`config.mk`:
```
export PLATFORM = sky130hd
export DESIGN_NAME = wb_write_arbiter_flat
export DESIGN_NICKNAME = d
export VERILOG_FILES = /design/src/rtl/wb_write_arbiter_if.sv /design/src/rtl/wb_write_arbiter.sv /design/src/flat_wrapper.sv
export SDC_FILE = /design/constraint.sdc
export NUM_CORES = 1
export LEC_CHECK = 0
export ABC_CLOCK_PERIOD_IN_PS = 2320
export CAP_MARGIN = 5
export CELL_PAD_IN_SITES_DETAIL_PLACEMENT = 0
export CELL_PAD_IN_SITES_GLOBAL_PLACEMENT = 2
export CORE_MARGIN = 5
export CORE_UTILIZATION = 42
export CTS_BUF_LIST = sky130_fd_sc_hd__clkbuf_4 sky130_fd_sc_hd__clkbuf_8
export DETAILED_ROUTE_END_ITERATION = 6
export DONT_BUFFER_PORTS = 1
export HOLD_SLACK_MARGIN = 0.1
export PLACE_DENSITY = 0.81
export SLEW_MARGIN = 20
export SYNTH_ARGS = -nofsm -noshare
export SYNTH_HDL_FRONTEND = slang
export SYNTH_SLANG_ARGS = --single-unit
```
`constraint.sdc`:
```
create_clock -name in_clk -period 2.32 [get_ports in_clk]
set_input_delay 0.58 -clock in_clk [delete_from_list [all_inputs] [get_ports in_clk]]
set_output_delay 0.58 -clock in_clk [all_outputs]
set_load 0.01 [all_outputs]
```
`src/rtl/wb_write_arbiter_if.sv`:
```
// Register-file write-port bundle: pipeline writeback, MDU result handshake,
// registered write outputs and FIFO status.
interface wb_write_arbiter_if #(
    parameter int unsigned DEPTH = 4,
    parameter int unsigned AW    = 5,
    parameter int unsigned DW    = 32
);
    localparam int unsigned CW = $clog2(DEPTH) + 1;
    localparam int unsigned NR = 1 << AW;

    logic          in_wb_wena;
    logic [AW-1:0] in_wb_addr;
    logic [DW-1:0] in_wb_data;
    logic          in_mdu_valid;
    logic [AW-1:0] in_mdu_addr;
    logic [DW-1:0] in_mdu_data;
    logic          out_mdu_ready;
    logic          out_rd_wena;
    logic [AW-1:0] out_rd_addr;
    logic [DW-1:0] out_rd_data;
    logic [NR-1:0] out_busy_mask;
    logic [CW-1:0] out_fifo_count;

    modport slave (
        input  in_wb_wena, in_wb_addr, in_wb_data,
        input  in_mdu_valid, in_mdu_addr, in_mdu_data,
        output out_mdu_ready,
        output out_rd_wena, out_rd_addr, out_rd_data,
        output out_busy_mask, out_fifo_count
    );

    modport master (
        output in_wb_wena, in_wb_addr, in_wb_data,
        output in_mdu_valid, in_mdu_addr, in_mdu_data,
        input  out_mdu_ready,
        input  out_rd_wena, out_rd_addr, out_rd_data,
        input  out_busy_mask, out_fifo_count
    );
endinterface

```
`src/rtl/wb_write_arbiter.sv`:
```
// Single register-file write port shared by in-order writeback (priority) and
// a FIFO-buffered multiply/divide unit, with WAW kill and a pending-write busy mask.
module wb_write_arbiter #(
    parameter int unsigned DEPTH = 4,
    parameter int unsigned AW    = 5,
    parameter int unsigned DW    = 32
) (
    input  logic                    in_clk,
    input  logic                    in_rst_n,
    wb_write_arbiter_if.slave       bus
);
    localparam int unsigned PW = $clog2(DEPTH);
    localparam int unsigned CW = PW + 1;
    localparam int unsigned NR = 1 << AW;

    typedef struct packed {
        logic          live;
        logic [AW-1:0] addr;
        logic [DW-1:0] data;
    } entry_t;

    entry_t        fifo_q [DEPTH];
    entry_t        fifo_d [DEPTH];
    logic [PW-1:0] head_q, head_d;
    logic [PW-1:0] tail_q, tail_d;
    logic [CW-1:0] count_q, count_d;
    logic          rd_wena_q, rd_wena_d;
    logic [AW-1:0] rd_addr_q, rd_addr_d;
    logic [DW-1:0] rd_data_q, rd_data_d;

    logic          wb_fire_c;
    logic          mdu_ready_c;
    logic          push_c;
    logic          pop_c;
    entry_t        head_entry_c;
    logic [NR-1:0] busy_mask_c;

    // Handshake and source selection; writes to r0 never count as a pipeline write.
    always_comb begin
        wb_fire_c    = bus.in_wb_wena && (bus.in_wb_addr != '0);
        mdu_ready_c  = (count_q < CW'(DEPTH));
        push_c       = bus.in_mdu_valid && mdu_ready_c && (bus.in_mdu_addr != '0);
        pop_c        = !wb_fire_c && (count_q != '0);
        head_entry_c = fifo_q[head_q];
    end

    // FIFO next state: kill first, then pop clears its slot, then push overwrites the
    // tail so a same-cycle push to the written register survives as the younger write.
    always_comb begin
        for (int i = 0; i < int'(DEPTH); i++) begin
            fifo_d[i] = fifo_q[i];
            if (wb_fire_c && (fifo_q[i].addr == bus.in_wb_addr)) begin
                fifo_d[i].live = 1'b0;
            end
        end
        if (pop_c) begin
            fifo_d[head_q].live = 1'b0;
        end
        if (push_c) begin
            fifo_d[tail_q].live = 1'b1;
            fifo_d[tail_q].addr = bus.in_mdu_addr;
            fifo_d[tail_q].data = bus.in_mdu_data;
        end
        head_d  = pop_c  ? head_q + PW'(1) : head_q;
        tail_d  = push_c ? tail_q + PW'(1) : tail_q;
        count_d = count_q + CW'(push_c) - CW'(pop_c);
    end

    // Write-port mux; a killed head is popped silently.
    always_comb begin
        rd_wena_d = 1'b0;
        rd_addr_d = rd_addr_q;
        rd_data_d = rd_data_q;
        if (wb_fire_c) begin
            rd_wena_d = 1'b1;
            rd_addr_d = bus.in_wb_addr;
            rd_data_d = bus.in_wb_data;
        end else if (pop_c && head_entry_c.live) begin
            rd_wena_d = 1'b1;
            rd_addr_d = head_entry_c.addr;
            rd_data_d = head_entry_c.data;
        end
    end

    // Busy mask from live entries only; popped and killed slots are already dead.
    always_comb begin
        busy_mask_c = '0;
        for (int i = 0; i < int'(DEPTH); i++) begin
            if (fifo_q[i].live) begin
                busy_mask_c[fifo_q[i].addr] = 1'b1;
            end
        end
        busy_mask_c[0] = 1'b0;
    end

    always_ff @(posedge in_clk or negedge in_rst_n) begin
        if (!in_rst_n) begin
            for (int i = 0; i < int'(DEPTH); i++) begin
                fifo_q[i] <= '0;
            end
            head_q    <= '0;
            tail_q    <= '0;
            count_q   <= '0;
            rd_wena_q <= 1'b0;
            rd_addr_q <= '0;
            rd_data_q <= '0;
        end else begin
            for (int i = 0; i < int'(DEPTH); i++) begin
                fifo_q[i] <= fifo_d[i];
            end
            head_q    <= head_d;
            tail_q    <= tail_d;
            count_q   <= count_d;
            rd_wena_q <= rd_wena_d;
            rd_addr_q <= rd_addr_d;
            rd_data_q <= rd_data_d;
        end
    end

    assign bus.out_mdu_ready  = mdu_ready_c;
    assign bus.out_rd_wena    = rd_wena_q;
    assign bus.out_rd_addr    = rd_addr_q;
    assign bus.out_rd_data    = rd_data_q;
    assign bus.out_busy_mask  = busy_mask_c;
    assign bus.out_fifo_count = count_q;

endmodule

```
`src/flat_wrapper.sv`:
```
// flat-port wrapper written by rule: the top's interface ports become plain ports
module wb_write_arbiter_flat 
#(
    parameter int unsigned DEPTH = 4,
    parameter int unsigned AW    = 5,
    parameter int unsigned DW    = 32
)
  (in_clk, in_rst_n, bus_in_wb_wena, bus_in_wb_addr, bus_in_wb_data, bus_in_mdu_valid, bus_in_mdu_addr, bus_in_mdu_data, bus_out_mdu_ready, bus_out_rd_wena, bus_out_rd_addr, bus_out_rd_data, bus_out_busy_mask, bus_out_fifo_count);
  wb_write_arbiter_if #(.DEPTH(DEPTH), .AW(AW), .DW(DW)) bus_i ();
  input  logic in_clk;
  input  logic in_rst_n;
  input wire logic [$bits(bus_i.in_wb_wena)-1:0] bus_in_wb_wena;
  input wire logic [$bits(bus_i.in_wb_addr)-1:0] bus_in_wb_addr;
  input wire logic [$bits(bus_i.in_wb_data)-1:0] bus_in_wb_data;
  input wire logic [$bits(bus_i.in_mdu_valid)-1:0] bus_in_mdu_valid;
  input wire logic [$bits(bus_i.in_mdu_addr)-1:0] bus_in_mdu_addr;
  input wire logic [$bits(bus_i.in_mdu_data)-1:0] bus_in_mdu_data;
  output wire logic [$bits(bus_i.out_mdu_ready)-1:0] bus_out_mdu_ready;
  output wire logic [$bits(bus_i.out_rd_wena)-1:0] bus_out_rd_wena;
  output wire logic [$bits(bus_i.out_rd_addr)-1:0] bus_out_rd_addr;
  output wire logic [$bits(bus_i.out_rd_data)-1:0] bus_out_rd_data;
  output wire logic [$bits(bus_i.out_busy_mask)-1:0] bus_out_busy_mask;
  output wire logic [$bits(bus_i.out_fifo_count)-1:0] bus_out_fifo_count;
  assign bus_i.in_wb_wena = bus_in_wb_wena;
  assign bus_i.in_wb_addr = bus_in_wb_addr;
  assign bus_i.in_wb_data = bus_in_wb_data;
  assign bus_i.in_mdu_valid = bus_in_mdu_valid;
  assign bus_i.in_mdu_addr = bus_in_mdu_addr;
  assign bus_i.in_mdu_data = bus_in_mdu_data;
  assign bus_out_mdu_ready = bus_i.out_mdu_ready;
  assign bus_out_rd_wena = bus_i.out_rd_wena;
  assign bus_out_rd_addr = bus_i.out_rd_addr;
  assign bus_out_rd_data = bus_i.out_rd_data;
  assign bus_out_busy_mask = bus_i.out_busy_mask;
  assign bus_out_fifo_count = bus_i.out_fifo_count;
  wb_write_arbiter #(.DEPTH(DEPTH), .AW(AW), .DW(DW)) u_core (.in_clk(in_clk), .in_rst_n(in_rst_n), .bus(bus_i));
endmodule
```
* Yosys cells after proc, flatten, opt, wreduce, memory -nomap -nowiden
Index checks and enable logic that the tools add are counted.
** Storage, ports and cells
- Word-level logic and storage cells :: 103
- Input port bits :: 78
- Flip-flop bits (word level) :: 197
- Output and inout port bits :: 74
** Cells by class
- Mux-type cells :: 39
- Reduce and logical (&&, ||, !) cells :: 20
- Bitwise operators :: 5
- Magnitude comparators :: 13
- Equal/unequal tests :: 4
- Add/sub/neg operators :: 4
** Operators with widths (number)
- $bwmux 152 :: 4
- $demux 38 s2 :: 4
- $mux 152 :: 2
- $mux 32 :: 7
- $mux 38 :: 4
- $or 32x32->32 :: 3
- $bmux 38 s2 :: 1
- $mux 37 :: 1
- $lt 5x6->1 const B :: 4
- $demux 1 s5 :: 4
- $eq 5x5->1 :: 4
- $ge 5x1->1 const B :: 4
- $logic_and 1x1->1 :: 15
- $mux 1 :: 10
- $mux 5 :: 2
- $reduce_bool 5->1 :: 2
- $ge 3x3->1 const B :: 2
- $lt 3x1->1 const B :: 2
- $not 2->3 :: 2
- $add 2x1->2 const B :: 2
- $add 3x1->3 :: 1
- $lt 3x3->1 const B :: 1
- $reduce_bool 3->1 :: 1
- $sub 3x1->3 :: 1
- other kinds (2) :: 2

* Logic depth before layout (Yosys ltp)
Gate-level depths: netlist of run 1.
- Depth after elaboration :: 11
- Depth in mapped cells :: 12

* Worst setup path before layout of run 1
OpenSTA, ideal clock, no wires.
- Path type :: in2reg
- From :: input bus_in_wb_addr[3]
- To :: register u_core.count_q[2], in the netlist u_core.bus.out_fifo_count[2]
- Setup slack :: -769 ps
- Buffers on the path :: 2
- Data arrival time :: 2963 ps
- Data required time :: 2194 ps
- Stages :: 12
- Path through :: buf_2 -> or4_4 -> o21ai_4 -> buf_4 -> and2_1 -> ha_1 -> inv_1 -> ha_1 -> inv_1 -> fa_1 -> xnor2_1 -> xnor2_1
** On the way
- Cells in the longest elaborated chain, start to end :: 5
** Ends and longest elaborated chain
- start: declaration :: RTL line flat_wrapper.sv:13 : input wire logic [$bits(bus_i.in_wb_addr)-1:0] bus_in_wb_addr;
- $reduce_bool 5->1 :: RTL line wb_write_arbiter.sv:40 : wb_fire_c = bus.in_wb_wena && (bus.in_wb_addr != '0);
- $logic_and 1x1->1 :: RTL line wb_write_arbiter.sv:40
- $logic_not 1->1 :: RTL line wb_write_arbiter.sv:43 : pop_c = !wb_fire_c && (count_q != '0);
- $logic_and 1x1->1 :: RTL line wb_write_arbiter.sv:43
- via u_core.pop_c :: RTL line wb_write_arbiter.sv:34 : logic pop_c;
- $sub 3x1->3 :: RTL line wb_write_arbiter.sv:66 : count_d = count_q + CW'(push_c) - CW'(pop_c);
- via u_core.count_d[2] :: RTL line wb_write_arbiter.sv:26 : logic [CW-1:0] count_q, count_d;
- end signal: assignment :: RTL line wb_write_arbiter.sv:113 : count_q <= count_d;
- end: declaration :: RTL line wb_write_arbiter.sv:26
The timed path passes the listed nets, and every way through them passes these cells.
A chain may end at the register's enable or synchronous reset.

* Worst setup path in the final report of run 1
- From :: register u_core.fifo_q[148] in the netlist's numbering
- To :: output bus_out_busy_mask[24]
** On the way
- Cells in the longest elaborated chain, start to end :: 11
** Ends and longest elaborated chain
- start: declaration :: RTL line wb_write_arbiter.sv:22 : entry_t fifo_q [DEPTH];
- start signal: indexed assignment :: RTL line wb_write_arbiter.sv:109 : fifo_q[i] <= fifo_d[i];
- $lt 5x6->1 (not written as such) / $ge 5x1->1 (equally long branches) :: RTL line wb_write_arbiter.sv:90 : busy_mask_c[fifo_q[i].addr] = 1'b1;
- $logic_and 1x1->1 (not written as such) :: RTL line wb_write_arbiter.sv:90
- $mux 1 (not written as such) :: RTL line wb_write_arbiter.sv:90
- $demux 1 s5 (*)
- $mux 32 (*) :: RTL line wb_write_arbiter.sv:89 : if (fifo_q[i].live) begin
- $or 32x32->32 (no source line)
- $mux 32 (*) :: RTL line wb_write_arbiter.sv:89
- $or 32x32->32 (no source line)
- $mux 32 (*) :: RTL line wb_write_arbiter.sv:89
- $or 32x32->32 (no source line)
- $mux 32 (*) :: RTL line wb_write_arbiter.sv:89
- end: declaration :: RTL line flat_wrapper.sv:22 : output wire logic [$bits(bus_i.out_busy_mask)-1:0] bus_out_busy_mask;
Mark *: on every way between the ends. The rest lies on a longest branch, timed or not.

==> results of run 1 <==
flip-flops by register name, summed over array words and instances (netlist names):
name	cells
u_core.tail_q	2
u_core.bus.out_rd_addr	5
u_core.head_q	2
u_core.bus.out_rd_wena	1
u_core.bus.out_rd_data	32
u_core.fifo_q	152
u_core.bus.out_fifo_count	3
worst max-delay path, cell delays in order (launching register included):
cell and delay [ns]:
sky130_fd_sc_hd__dfrtp_2 0.58, sky130_fd_sc_hd__and3b_1 0.27, sky130_fd_sc_hd__a22oi_1 0.23, sky130_fd_sc_hd__o221ai_1 0.24
what timing repair did:
action                                 in CTS  in global routing
pin swaps                                  19                 12
buffers inserted                           25                  9
setup endpoints to repair                  31                 30
resized for setup                          85                 28
endpoints found under the hold margin     197                197
where the power goes:
group | leakage (nW) | internal, mW | switching, mW
Combinational | 2.46 | 4.93 | 3.39
Sequential | 2.34 | 5.22 | 1.59
Clock | 0.211 | 0.918 | 1.38
Total | 5.01 | 11.1 | 6.36
cell type report:
cell class	count	area [µm²]
inverters	9	33.8
fillers	2015	11600
well taps	319	399
repair buffers	72	722
flip-flops and latches	197	4960
multi-input cells	449	5430
clock inverters	15	189
clock buffers	17	234
synth_stat cells:
cell type	n
sky130_fd_sc_hd__mux2_2	207
sky130_fd_sc_hd__dfrtp_1	197
sky130_fd_sc_hd__mux4_2	38
sky130_fd_sc_hd__clkbuf_1	24
sky130_fd_sc_hd__a22oi_1	18
sky130_fd_sc_hd__o221ai_1	18
sky130_fd_sc_hd__xnor2_1	16
sky130_fd_sc_hd__buf_4	14
sky130_fd_sc_hd__a221o_1	13
sky130_fd_sc_hd__o22ai_1	13
sky130_fd_sc_hd__nand2_1	12
sky130_fd_sc_hd__buf_2	11
sky130_fd_sc_hd__nor2_1	11
sky130_fd_sc_hd__ha_1	10
sky130_fd_sc_hd__nand3b_1	10
sky130_fd_sc_hd__inv_1	9
sky130_fd_sc_hd__nand3_1	9
sky130_fd_sc_hd__and3_1	8
sky130_fd_sc_hd__nor3b_1	8
sky130_fd_sc_hd__xor2_1	8
sky130_fd_sc_hd__buf_6	7
sky130_fd_sc_hd__and3b_1	6
sky130_fd_sc_hd__o21ai_0	6
sky130_fd_sc_hd__or3b_2	6
sky130_fd_sc_hd__a21oi_1	5
sky130_fd_sc_hd__mux2_1	5
sky130_fd_sc_hd__mux2i_1	5
sky130_fd_sc_hd__o41ai_1	4
sky130_fd_sc_hd__or3_1	4
sky130_fd_sc_hd__buf_1	2
sky130_fd_sc_hd__nor3_1	2
sky130_fd_sc_hd__and2_1	1
sky130_fd_sc_hd__conb_1	1
sky130_fd_sc_hd__fa_1	1
sky130_fd_sc_hd__nand2_4	1
sky130_fd_sc_hd__o21ai_4	1
sky130_fd_sc_hd__o311a_1	1
sky130_fd_sc_hd__or4_4	1
worst min-delay path by stage:
stage	startpoint	to	slack (ns)	depth (start not counted)
floorplan	in_rst_n	u_core.bus.out_fifo_count[0]$_DFF_PN0_	0.28	0
global placement	in_rst_n	u_core.fifo_q[73]$_DFFE_PN0P_	0.30	0
detailed placement	in_rst_n	u_core.fifo_q[149]$_DFFE_PN0P_	0.30	0
CTS	in_rst_n	u_core.fifo_q[144]$_DFFE_PN0P_	-0.25	0
global route	in_rst_n	u_core.fifo_q[73]$_DFFE_PN0P_	-0.23	0
finish	in_rst_n	u_core.fifo_q[73]$_DFFE_PN0P_	-0.18	0
layer usage:
layer / routed length [µm] / vias to the layer above / global-route usage
li1: - / 2762 / -
met4: 568 / 0 / 0.0647
met5: 0 / - / 0
met1: 10600 / 3391 / 0.246
met3: 2100 / 65 / 0.0634
met2: 13700 / 274 / 0.341
cells by family (layout without fill, tap and decap cells):
logic type / Yosys count / after routing / synth area share
flops: 197 / 197 / 0.490
simple gates: 79 / 79 / 0.0483
xor+xnor: 24 / 24 / 0.0209
fa+ha+maj: 11 / 11 / 0.0144
other cells: 1 / 1 / 0.000373
mux: 255 / 255 / 0.327
buf+inv: 67 / 113 / 0.0368
compound gates: 79 / 79 / 0.0617
==> implementation parameters, run 1 <==
Parameter                              Value

Hold path
  Type of the most critical hold path    primary input to asynchronous set/reset pin

CTS
  Clock tree from TritonCTS    done
  Clock transition time at the flip-flop clock pins of the worst setup and hold paths    0.10 ns
  Insertion delay of the later-clocked pin in the worst-skew pair    0.46 ns
  Total clock buffers created by CTS    17
  CTS sink count    197
  CTS root buf    sky130_fd_sc_hd__clkbuf_8
  Longest Clk Path Bufs    2
  Clock H-tree levels    4

Global routing
  Initial antenna violation count    0
  Pin count of the biggest net entering global routing    198
  Total GRT Usage    0.202
  Residual overflow from global routing    0
  Via count of the first global-routing pass    7327
  Wire length of the first global-routing pass    42.0 mm

Die
  Site row count    56
  Total core area    23500 µm²
  Die W    165 µm
  Height of the die    165 µm
  Die outline area    27100 µm²
  Count of pins on the block boundary    152
  Starting density of the core    0.427

Drt
  Detailed-route vias per instance    6.02
  Average wire per standard cell    25.0 µm
  Antenna-violating nets left    0
  DRC violation total after the first TritonRoute iteration    446
  # DRC    0
  Post-detailed-routing wire length    27.0 mm
  Count of vias placed by the detailed router    6492
  Number of detailed-routing iterations run before antenna repair    5

Timing
  RSZ-0062 raised after global routing    true
  Setup clock skew after layout    0.0146 ns
  Achievable Freq    423 MHz
  Final setup violation count    4
  Minimum clock period    2.37 ns
  Worst hold slack    -0.179 ns
  Transition time at the pin with the least slew margin    0.600 ns
  Worst rel slew slack    0.600
  Accumulated negative setup slack    -0.107 ns
  Count of final hold-check violations    197
  Final worst-path setup slack    -0.0465 ns
  Final clock period utilization by the worst path    1.02
  Count of final max-slew check failures    0

Place
  Inst Count DP    1012
  Post-place instance area    10800 µm²
  Final HPWL from detailed placement    17.4 mm
  # port buffers    0
  RePlAce Congestion    0.830
  Placement-stage worst setup slack    -0.375 ns

Critical path
  Cell depth of the worst flop-to-flop path    5
  CP Data Arrival Time    1.79 ns
  End of the critical path    bus_out_busy_mask[24]
  Worst endpoint required time    1.74 ns
  Worst Setup Start Kind    flip-flop
  Startpoint-to-endpoint class of the critical path    flip-flop to output port
  Peak fanout along the critical path    11
  Kind of capture point of the worst setup path    output port
  Origin of the critical flop-to-flop path    u_core.head_q[0]$_DFFE_PN0P_
  Critical Path Source    u_core.fifo_q[148]$_DFFE_PN0P_
  Destination of the worst register-to-register timing path    u_core.bus.out_rd_data[27]$_DFFE_PN0P_
  Worst-case register-to-register setup slack    0.20 ns

Synthesis
  Synth Net Count    802
  Flip-flop and latch count after synthesis    197
  Ys Warns    0
  Cell variety after synth    38
  Fraction of synthesized cell area taken by the top area cell type    0.490
  Synth Instances    713
  Cell types with the largest area share after synthesis    sky130_fd_sc_hd__dfrtp_1, sky130_fd_sc_hd__mux2_2, sky130_fd_sc_hd__mux4_2
  Top cell type by total area after synthesis    sky130_fd_sc_hd__dfrtp_1
  Syn Std Cell Area    10100 µm²
  Portion of the post-synthesis area used by sequential elements    0.490
  Avg Synthesized Cell Area    14.1 µm²

Status
  Violations in the final reports    negative hold slack, negative setup slack
  Outcome    complete, but fails checks

Cells and area
  Layout-stage area growth over the synthesis result    19.0%
  Most common cell after layout, fill and taps aside    sky130_fd_sc_hd__dfrtp_1
  Count of non-filler cells in the finished layout    1078
  Most used cells in the layout excluding fill and tap cells    sky130_fd_sc_hd__dfrtp_1, sky130_fd_sc_hd__mux2_2, sky130_fd_sc_hd__mux2_4
  Number of nets in the finished design    835
  Final Core Density    0.508
  Layout cells sized above 1    0.588
  Fin area    12000 µm²
  Count of antenna diodes in the layout    0

Job
  Number of max-cap violations    0

Power and ir drop
  Peak supply drop    0.585 mV
  Power density normalized to cell area    1460 nW/µm²
  Total leakage power    5.01 nW
  Post-route total power    17.4 mW
(Power assumes the default switching activity.)
==> run 2, diff against run 1 <==
- CORE_UTILIZATION: 42 -> 35
- PLACE_DENSITY: 0.81 -> 0.7
==> run 2 against run 1 <==
The flow still finishes with violations (negative hold slack, negative setup slack). Cell count increased by 7.7%. Hold slack got worse by 0.016 ns. Wire length increased by 3.0%. Design area increased by 2.6%. Non-clock buffer count increased by 19. Clock power decreased by 3%. Clock skew increased by 0.0077 ns. Global-route usage decreased by 3.1 points. Fmax decreased by 1.6%. Highest routed layer unchanged.
==> implementation parameters, run 2 (synthesis gave the netlist of run 1 again) <==
Parameter                              Value

Status
  Outcome    complete, but fails checks
  Violations in the final reports    negative hold slack, negative setup slack

Die
  Count of pins on the block boundary    152 (unchanged)
  Height of the die    180 µm (+9.0%)
  Die W    180 µm (+9.0%)
  Starting density of the core    0.352 (-0.0749)
  Die outline area    32200 µm² (+19%)
  Total core area    28500 µm² (+21%)
  Site row count    62 (+11%)

Cells and area
  Final Core Density    0.430 (-0.0782)
  Footprint of the flip-flops and latches    4960 µm² (about the same)
  Multi-input gate area    5480 µm² (+0.90%)
  Most flop-heavy register    u_core.fifo_q
  Count of antenna diodes in the layout    0 (unchanged)
  Fin area    12300 µm² (+2.6%)
  Most used cells in the layout excluding fill and tap cells    sky130_fd_sc_hd__dfrtp_1, sky130_fd_sc_hd__mux2_2, sky130_fd_sc_hd__buf_4
  Largest register FFs    152 (unchanged)
  Most common cell after layout, fill and taps aside    sky130_fd_sc_hd__dfrtp_1
  Layout cells sized above 1    0.600 (+0.0121)
  Number of nets in the finished design    854 (+2.3%)
  Filler Cells Inserted    2628 (+30%)
  Layout-stage area growth over the synthesis result    22.1%

Critical path
  Origin of the critical flop-to-flop path    u_core.bus.out_fifo_count[2]$_DFF_PN0_
  Destination of the worst register-to-register timing path    u_core.bus.out_fifo_count[2]$_DFF_PN0_
  CP Data Arrival Time    1.83 ns (+0.04 ns)
  Worst-case register-to-register setup slack    0.18 ns (-0.02 ns)
  Worst endpoint required time    1.74 ns (about the same)
  Peak fanout along the critical path    4 (-7)
  Startpoint-to-endpoint class of the critical path    flip-flop to output port
  Critical Path Source    u_core.fifo_q[71]$_DFFE_PN0P_
  Worst Setup Start Kind    flip-flop
  Kind of capture point of the worst setup path    output port
  Cell depth of the worst flop-to-flop path    8 (+3)
  End of the critical path    bus_out_busy_mask[21]

CTS
  CTS sink count    197 (unchanged)
  Clock H-tree levels    4 (unchanged)
  Insertion delay of the later-clocked pin in the worst-skew pair    0.47 ns (about the same)
  Total clock buffers created by CTS    17 (unchanged)
  Longest Clk Path Bufs    2 (unchanged)
  Clock tree from TritonCTS    done
  CTS root buf    sky130_fd_sc_hd__clkbuf_8
  Clock transition time at the flip-flop clock pins of the worst setup and hold paths    0.11 ns (about the same)

Power and ir drop
  NetSw    6.48 mW (+1.8%)
  Fraction of power consumed by combinational cells    0.488 (+0.011)
  Power density normalized to cell area    1440 nW/µm² (-1.3%)
  Part of the power in the clock network    0.126 (-0.006)
  Internal power component    11.2 mW (+0.95%)
  Net switching share of the total power    0.367 (+0.00199)
  Total leakage power    5.12 nW (+2.2%)
  Peak supply drop    0.627 mV (+7.2%)
  Proportion of power drawn by flip-flops and latches    0.386 (-0.005)

Global routing
  Pin count of the biggest net entering global routing    198 (unchanged)
  Via count of the first global-routing pass    7205 (-1.7%)
  Residual overflow from global routing    0 (unchanged)
  Initial antenna violation count    0 (unchanged)
  Total GRT Usage    0.171 (-0.0308)
  Wire length of the first global-routing pass    43.3 mm (+3.3%)

Timing
  Minimum clock period    2.41 ns (+0.0389 ns)
  Achievable Freq    416 MHz (-1.6%)
  Count of final hold-check violations    197 (unchanged)
  Final worst-path setup slack    -0.0854 ns (-0.0389 ns)
  Final clock period utilization by the worst path    1.04 (+0.0168)
  Setup clock skew after layout    0.0222 ns (+0.00765 ns)
  Count of final max-slew check failures    0 (unchanged)
  Final setup violation count    17 (+13)
  Accumulated negative setup slack    -0.673 ns (-0.566 ns)
  RSZ-0062 raised after global routing    true
  Worst hold slack    -0.195 ns (-0.0160 ns)

Drt
  DRC violation total after the first TritonRoute iteration    402 (-9.9%)
  Average wire per standard cell    23.9 µm (-4.3%)
  Number of detailed-routing iterations run before antenna repair    5 (unchanged)
  Post-detailed-routing wire length    27.8 mm (+3.0%)
  Count of vias placed by the detailed router    6453 (-0.60%)
  Antenna-violating nets left    0 (unchanged)
  # DRC    0 (unchanged)
  Detailed-route vias per instance    5.56 (-7.7%)

Place
  Final HPWL from detailed placement    18.7 mm (+7.6%)
  RePlAce Congestion    0.842 (+1.5%)
  # port buffers    0 (unchanged)
  Post-place instance area    11000 µm² (+2.1%)
  Placement-stage worst setup slack    -0.323 ns (+0.0527 ns)

Job
  Number of max-cap violations    0 (unchanged)

Hold path
  Type of the most critical hold path    primary input to asynchronous set/reset pin
==> run 2: cell types whose count changed in the layout (fill, tap and decap cells not counted), moves of 3 or more <==
| cell | change |
|---|---|
| sky130_fd_sc_hd__buf_12 | +6 |
| sky130_fd_sc_hd__buf_4 | +15 |
| sky130_fd_sc_hd__o221ai_2 | -6 |
| sky130_fd_sc_hd__o221ai_4 | +6 |
| sky130_fd_sc_hd__o22ai_1 | +3 |
| sky130_fd_sc_hd__o22ai_2 | -3 |
==> run 2: worst min path at each step <==
stage,startpoint,end,slack [ns],cells after the start
6_report,in_rst_n,u_core.bus.out_rd_addr[0]$_DFFE_PN0P_,-0.20,0
5_1_grt,in_rst_n,u_core.bus.out_rd_addr[2]$_DFFE_PN0P_,-0.25,0
4_1_cts,in_rst_n,u_core.bus.out_rd_wena$_DFF_PN0_,-0.25,0
3_5_place_dp,in_rst_n,u_core.bus.out_rd_addr[0]$_DFFE_PN0P_,0.30,0
3_3_place_gp,in_rst_n,u_core.bus.out_rd_addr[0]$_DFFE_PN0P_,0.30,0
2_1_floorplan,in_rst_n,u_core.bus.out_fifo_count[0]$_DFF_PN0_,0.28,0
==> run 2: per-stage QoR <==
step / hold WS, ns / cells / power (mW)
after floorplan: 0.284 / 713 / 12.0
after global placement: 0.297 / 1083 / 14.0
after detailed placement: 0.298 / 1083 / 14.3
after CTS: -0.250 / 1145 / 17.3
after global routing: -0.247 / 1161 / 18.7
final: -0.195 / 1161 / 17.6
==> run 2: layer usage <==
| metal | GRT usage | vias up | share of wire |
|---|---|---|---|
| met3 | 0.0556 | 24 | 0.070 |
| met4 | 0.0387 | 0 | 0.011 |
| met5 | 0 | - | 0 |
| met1 | 0.211 | 3418 | 0.41 |
| li1 | - | 2790 | - |
| met2 | 0.293 | 221 | 0.51 |
==> run 2: power groups by stage <==
stage	Clock, mW	Sequential [mW]	Combinational (mW)
finish	2.22	6.81	8.61
global route	2.45	7.03	9.22
CTS	2.32	6.79	8.22
detailed placement	0	6.84	7.47
global placement	0	6.68	7.28
floorplan	0	6.12	5.91
==> run 2: final cells by class <==
class / instances / area share
multi-input cells: 449 / 0.446
flip-flops and latches: 197 / 0.404
repair buffers: 91 / 0.0759
well taps: 384 / 0.0391
clock buffers: 17 / 0.0191
clock inverters: 14 / 0.0133
inverters: 9 / 0.00275
==> run 2: critical path, stage by stage, from the launching register on <==
cell and delay, ns:
sky130_fd_sc_hd__dfrtp_2 0.46, sky130_fd_sc_hd__buf_4 0.15, sky130_fd_sc_hd__nand3b_1 0.16, sky130_fd_sc_hd__buf_4 0.18, sky130_fd_sc_hd__o22ai_1 0.20, sky130_fd_sc_hd__a221o_1 0.20
==> run 2: repair_timing <==
action	in CTS	in global routing
pin swaps	19	15
endpoints found under the setup margin	31	31
endpoints found under the hold margin	197	197
buffers inserted	31	16
resized for setup	79	35
